## src/rtl/datapath_pkg.sv

```systemverilog
// datapath_pkg
//   Constants shared across the RISC datapath: the fixed register indices
//   used by the destination multiplexer and control unit, the program
//   counter step, and the default register-file geometry.
package datapath_pkg;

    localparam int unsigned DEFAULT_DATA_WIDTH = 32;
    localparam int unsigned DEFAULT_ADDR_WIDTH = 4;

    // Fixed register roles
    localparam logic [3:0] REG_LR = 4'hE;  // link register
    localparam logic [3:0] REG_PC = 4'hF;  // program counter

    // Byte increment applied to the PC each instruction
    localparam int unsigned PC_STEP = 4;

endpackage

```

## src/rtl/reg_cell.sv

```systemverilog
// reg_cell
//   One register of the register file: synchronous active-high reset,
//   load enable, otherwise holds.
// Ports
//   clk    rising-edge clock
//   reset  synchronous active-high reset (clears q, overrides load)
//   load   capture d at the next edge
//   d      next value
//   q      stored value
module reg_cell
    import datapath_pkg::*;
#(
    parameter int WIDTH = DEFAULT_DATA_WIDTH
) (
    input  logic             clk,
    input  logic             reset,
    input  logic             load,
    input  logic [WIDTH-1:0] d,
    output logic [WIDTH-1:0] q
);

    always_ff @(posedge clk) begin
        if (reset) begin
            q <= '0;
        end else if (load) begin
            q <= d;
        end
    end

endmodule

```

## src/rtl/register_file.sv

```systemverilog
// register_file
//   General register file for the RISC datapath: 2**ADDR_WIDTH registers,
//   three combinational read ports with write-through bypass, one
//   synchronous write port, and a PC increment path on the top register
//   (R15 at the default width). R14 is the link register.
// Ports
//   clk            rising-edge clock
//   reset          synchronous active-high reset, clears every register
//   write_enable   commit write_data to write_addr at the next edge
//   write_addr     destination index
//   write_data     value to write
//   pc_inc_enable  add PC_STEP to the PC register at the next edge
//   read_addr_a/b/c  read indices
//   read_data_a/b/c  read values (bypassed from write_data on a match)
//   pc_out         stored PC register contents, never bypassed
module register_file
    import datapath_pkg::*;
#(
    parameter int DATA_WIDTH = DEFAULT_DATA_WIDTH,
    parameter int ADDR_WIDTH = DEFAULT_ADDR_WIDTH
) (
    input  logic                  clk,
    input  logic                  reset,
    input  logic                  write_enable,
    input  logic [ADDR_WIDTH-1:0] write_addr,
    input  logic [DATA_WIDTH-1:0] write_data,
    input  logic                  pc_inc_enable,
    input  logic [ADDR_WIDTH-1:0] read_addr_a,
    input  logic [ADDR_WIDTH-1:0] read_addr_b,
    input  logic [ADDR_WIDTH-1:0] read_addr_c,
    output logic [DATA_WIDTH-1:0] read_data_a,
    output logic [DATA_WIDTH-1:0] read_data_b,
    output logic [DATA_WIDTH-1:0] read_data_c,
    output logic [DATA_WIDTH-1:0] pc_out
);

    localparam int NUM_REGS = 2 ** ADDR_WIDTH;
    // The PC is the highest index; equals REG_PC at the default width.
    localparam logic [ADDR_WIDTH-1:0] PC_IDX = '1;

    logic [DATA_WIDTH-1:0] regs [NUM_REGS];

    // Ordinary registers R0 .. R(N-2)
    for (genvar i = 0; i < NUM_REGS - 1; i++) begin : g_gpr
        logic load;
        assign load = write_enable && (write_addr == ADDR_WIDTH'(i));

        reg_cell #(.WIDTH(DATA_WIDTH)) u_cell (
            .clk   (clk),
            .reset (reset),
            .load  (load),
            .d     (write_data),
            .q     (regs[i])
        );
    end

    // PC register: an explicit write takes priority over the increment.
    logic                  pc_write;
    logic                  pc_load;
    logic [DATA_WIDTH-1:0] pc_next;

    assign pc_write = write_enable && (write_addr == PC_IDX);
    assign pc_load  = pc_write || pc_inc_enable;
    assign pc_next  = pc_write ? write_data
                               : regs[PC_IDX] + DATA_WIDTH'(PC_STEP);

    reg_cell #(.WIDTH(DATA_WIDTH)) u_pc_cell (
        .clk   (clk),
        .reset (reset),
        .load  (pc_load),
        .d     (pc_next),
        .q     (regs[PC_IDX])
    );

    // Read ports with write-through bypass. The bypass is independent of
    // reset, and a pending PC increment is never forwarded.
    assign read_data_a = (write_enable && (read_addr_a == write_addr))
                         ? write_data : regs[read_addr_a];
    assign read_data_b = (write_enable && (read_addr_b == write_addr))
                         ? write_data : regs[read_addr_b];
    assign read_data_c = (write_enable && (read_addr_c == write_addr))
                         ? write_data : regs[read_addr_c];

    assign pc_out = regs[PC_IDX];

endmodule

```

## config.mk

```make
export PLATFORM = sky130hd
export DESIGN_NAME = register_file
export DESIGN_NICKNAME = d
export VERILOG_FILES = /design/src/rtl/datapath_pkg.sv /design/src/rtl/reg_cell.sv /design/src/rtl/register_file.sv
export SDC_FILE = /design/constraint.sdc
export NUM_CORES = 2
export LEC_CHECK = 0
export CORE_UTILIZATION = 61
export DETAILED_ROUTE_END_ITERATION = 10
export PLACE_DENSITY_LB_ADDON = 0.25
export SYNTH_ARGS = -nofsm -noshare
export SYNTH_HDL_FRONTEND = slang
export SYNTH_SLANG_ARGS = --single-unit
```

## constraint.sdc

```tcl
create_clock -name clk -period 4.4 [get_ports clk]
set_clock_uncertainty 0.1 [all_clocks]
set_input_delay 1.32 -clock clk [delete_from_list [all_inputs] [get_ports clk]]
set_output_delay 1.32 -clock clk [all_outputs]
set_load 0.01 [all_outputs]
```

# == Yosys cells after proc, flatten, opt, wreduce, memory -nomap -nowiden ==
# Index checks and enable logic that the tools add are counted.
# totals
out_inout_bits,128
input_bits,52
elab_cells,75
register_bits,512
# classes
addsub,1
n_eq_ne,18
n_reduce_logical,21
magnitude_cmp,3
mux,13
bitwise_logic,3
# op_table
cell,count
32-bit binary-select mux with 4-bit select,3
32-bit two-way mux,10
32-bit by 3-bit adder with 32-bit output (second input constant),1
4-bit == test (second input constant),8
1-bit logical AND,19
4-bit by 3-bit == test with 1-bit output (second input constant),4
5-bit >= comparator (second input constant),3
4-bit inverter with 5-bit output,3
4-bit == test,3
4-bit by 2-bit == test with 1-bit output (second input constant),2
4-bit by 1-bit == test with 1-bit output (second input constant),1
4-bit zero test,1
1-bit logical OR,1

# == Longest topological paths before layout ==
# depth
word_depth,5
depth_mapped,7
mapped_depth_nobuf,5

# == By module ==
# Synthesis repeated with hierarchy kept, for this count alone.
# hier_totals
hier_cells,2878
hier_area_um2,32722.6
# by_module_without_submodules
mod,instances,cells_each,area_per_inst_um2
reg_cell,16,103,1163.6
register_file,1,1230,14104.8

# == Worst setup path before layout ==
# OpenSTA, ideal clock, no wires.
# synth_timing
path_type,input to output
from,input read_addr_c[1]
to,output read_data_c[0]
stages,6
path_slack_ns,0.245
n_path_buf,3
arrival_ns,2.735
cell_sequence,buf_2 buf_4 clkbuf_1 mux4_2 mux2i_1 a222oi_1
# synth_between
elab_chain_len,5
# synth_lines
element,line,source
"start, declared",register_file.sv:30,"input logic [ADDR_WIDTH-1:0] read_addr_c,"
4-bit inverter with 5-bit output (not written as such),register_file.sv:82,? write_data : regs[read_addr_c];
32-bit binary-select mux with 4-bit select,register_file.sv:82,
32-bit two-way mux (not written as such) (2 in series),register_file.sv:82,
32-bit two-way mux (*),register_file.sv:82,
"end, declared",register_file.sv:33,"output logic [DATA_WIDTH-1:0] read_data_c,"
# Every way passes the cells marked *; elsewhere a longest branch is shown, timed or not. The select of a mux whose other input is x is not followed.

# == Worst setup path after layout ==
# layout_timing
from,input read_addr_c[0]
to,output read_data_c[21]
# The elaborated chain is that of the path after synthesis.

==> results.txt <==
The CTS H-tree depth is 2. The run finished, with violations left. The number of cell rows came out at 82. The region available for standard cell placement spans 50,300 sq um. The synthesized instance count came out at 3,280. The insertion delay of the later-clocked pin in the worst-skew pair came out at 0.65 ns. The number of DRC markers after the initial detailed-route iteration is 5,949. Measured along the y axis, the die boundary spans 228 um.

The number of enable flip-flop cells after synthesis is 0. The leakage power of the design is 13.4 nW. The worst slack at placement came out at -0.871 ns. The average via count per standard cell came out at 7.47. The most common cell in the synthesized netlist is sky130_fd_sc_hd__nand2_1. The final core area utilization is 76.1%. Combinational logic burns 15.3% of the power. The quantity of I/O buffers inserted on ports is 179. The number of clock sinks came out at 512. The max-slew headroom at the worst pin came out at 38.5%. In this run the power density over the cells is 307 nW/um^2. The clock-pin slew on the worst setup and hold paths came out at 0.06 ns. The clock passes through at most 3 buffers. TritonCTS built the clock tree. The final period utilization is 102%. The critical path is of the in2out type. The cell sitting at the root of the clock tree is a sky130_fd_sc_hd__clkbuf_16. Summed over all layers, the routed wires come to 132,000 um. The first global-routing pass estimated 193,000 um of wire. The leading area contributor after synthesis is sky130_fd_sc_hd__dfxtp_1. Along the worst path, the maximum fanout reaches 10. For this run, the leading register cell type out of synthesis is sky130_fd_sc_hd__dfxtp_1. After global routing the overflow that remains totals 0. The total routing usage reported by global routing came out at 49.3%. The top achievable clock speed came out at 0.222 GHz. The final HPWL from detailed placement came out at 80,800 um.

The overall power consumption came out at 11.7 mW. At the pin with the least slew margin, the transition time is 0.922 ns. The chip width is 228 um.

The wire length per cell is 31.4 um. After layout, the worst setup slack is -0.0955 ns. The Yosys step of the flow raised 0 warnings. The initial utilization of the core area, before any placement, comes to 61.9%. The final route contains 31,384 vias. The final reports fail on setup timing. The hold buffer count at CTS is 0. Setup violations remaining at the end of the flow were counted as 22. The pre-antenna-repair detailed-routing pass consisted of 10 iterations.

The pin count of the biggest net entering global routing is 139. The endpoint class of the critical path is a primary output. The sequential cell area fraction in the yosys report came out at 32.9%. The relative contribution of the clock network to total power is 44.0%.

The fill cell instance count of the final layout is 3,239. In the synthesized netlist, the cells that appear most often are 987 x sky130_fd_sc_hd__nand2_1, 512 x sky130_fd_sc_hd__dfxtp_1, 490 x sky130_fd_sc_hd__a21oi_1. Ranked by total cell area, the synthesized netlist is headed by sky130_fd_sc_hd__dfxtp_1 33%, sky130_fd_sc_hd__mux4_2 28%, sky130_fd_sc_hd__nand2_1 12%, sky130_fd_sc_hd__a21oi_1 7.9%, sky130_fd_sc_hd__mux2i_1 6.0%.

Setup repair after global routing could not meet its margin everywhere. The async set-or-reset flop fraction in the synthesized netlist is 0%. The share of synthesized area in the top cell type comes to 32.9%. Once detail routing completed, the nets flagged for antenna violations numbered 0.

After detailed routing, the number of remaining DRC violations is 0. The average size of a mapped cell is 9.49 sq um. The net switching component of the power came out at 3.19 mW. Max-cap violations in this run came to 0. The post-synth net total is 3,333. For this design the top-level I/O count stands at 180. The area added between synthesis and finish is 22.9%. The endpoint arrival time on the critical path is 3.08 ns.

The post-layout net count is 3,540. The cell area after synthesis is 31,100 sq um. The worst setup path is launched from a primary input. The floorplan step defined a die boundary enclosing 51,900 sq um. The clock buffer count from CTS is 55. The worst-case hold slack came out at 0.383 ns. Of the cells placed in the final design, the portion with a size suffix greater than 1 is 28.7%. The number of slew-limit violations in the final report came out at 0. Routability-driven placement finished with a final weighted congestion of 0.979. The via count of the first global-routing pass is 31,353.

The proportion of total power due to net switching is 27.1%. The path class of the tightest hold or removal check is reg2reg. The cell internal power dissipation came out at 8.56 mW. The peak supply drop is 0.290 mV. The total of flip-flops plus latches after synthesis is 512. The worst endpoint required time is 2.98 ns. The initial antenna violation count is 3. The count of endpoints failing hold in the final timing report is 0.

The final period demand of the worst path came out at 4.50 ns. The count of different cell masters after synthesis is 49. The sequential share of power is 40.7%.
[area by class of cell]
cell class              count  area, sq um  area share [%]
clock buffers              72         1560            4.09
well taps                 672          841            2.20
multi-input cells        2358        19600            51.1
flip-flops and latches    512        10200            26.8
diodes                      1         2.50         0.00654
repair buffers            524         5470            14.3
inverters                  36          135           0.353
clock inverters            29          419            1.10
[power groups by stage]
stage          clock [mW]  combinational (mW)  sequential (mW)
4_1_cts              5.11                1.68             4.78
3_3_place_gp            0                1.58             4.87
3_5_place_dp            0                1.61             4.88
5_1_grt              5.32                1.81             4.79
6_report             5.17                1.79             4.78
2_1_floorplan           0               0.881             4.85
[through the flow]
step                      std cells  TNS [ns]  cell area [sq um]
after CTS                      4187   -0.0799              38000
after detailed placement       4050    -75.88              35400
after global routing           4203     -1.11              38200
final                          4204    -0.739              38200
after floorplan                3280         0              31100
after global placement         4050    -71.38              35400
[layout by cell type, fill, tap and decap left out, drive strengths merged, types with 11 or more instances in the layout]
master         instances
nand3                 11
dfxtp                512
nor3                  12
clkbuf                96
buf                  407
nand2                987
a211oi                16
clkdlybuf4s15         18
a21oi                490
mux4                 387
nor2                  42
clkdlybuf4s50         65
and2                  11
mux2i                187
inv                   36
a222oi                93
clkinv                14
nor4                  11
xor2                  14
[final timing paths]
kind	from	end	slack [ns]	cells past startpoint
setup / recovery	read_addr_c[0]	read_data_c[21]	-0.1	8
hold / removal	g_gpr[1].u_cell.q[18]	g_gpr[1].u_cell.q[18]	0.38	2
setup reg to reg	u_pc_cell.q[15]	u_pc_cell.q[28]	1.82	4
hold reg to reg	g_gpr[1].u_cell.q[18]	g_gpr[1].u_cell.q[18]	0.38	2
[critical path, cell delays in order]
cell	delay (ns)
sky130_fd_sc_hd__clkbuf_16	0.15
sky130_fd_sc_hd__buf_16	0.18
sky130_fd_sc_hd__bufbuf_16	0.29
sky130_fd_sc_hd__buf_4	0.14
sky130_fd_sc_hd__mux4_2	0.32
sky130_fd_sc_hd__mux2i_1	0.07
sky130_fd_sc_hd__a222oi_1	0.38
sky130_fd_sc_hd__buf_2	0.21
[layer usage]
| metal | up-vias | GRT usage (%) | share of wire (%) |
|---|---|---|---|
| met5 | - | 0.276 | 0.011 |
| met4 | 2 | 41.9 | 11 |
| met3 | 1080 | 16.9 | 17 |
| met2 | 3231 | 71.7 | 42 |
| met1 | 14644 | 58.7 | 30 |
| li1 | 12427 | - | - |
[sequential cells by signal (all words and copies together), names as in the netlist]
register	count
u_pc_cell.q	32
g_gpr.u_cell.q	480
[cells by family after synthesis]
| logic type | after synthesis | share of synthesized area [%] |
|---|---|---|
| AOI/OAI and AO/OA | 639 | 12.3 |
| xor gates and xnor gates | 24 | 0.675 |
| adders and majority gates | 1 | 0.0402 |
| buffers and inverters | 410 | 5.62 |
| DFF | 512 | 32.9 |
| muxes | 577 | 34.1 |
| and+or+nand+nor | 1117 | 14.3 |
[what timing repair did]
action,CTS,global route
gates resized for setup,402,86
cloned,15,5
buffers inserted,21,15
pin swaps,26,21
setup endpoints to repair,96,74
Power figures use the tool's default switching activity.
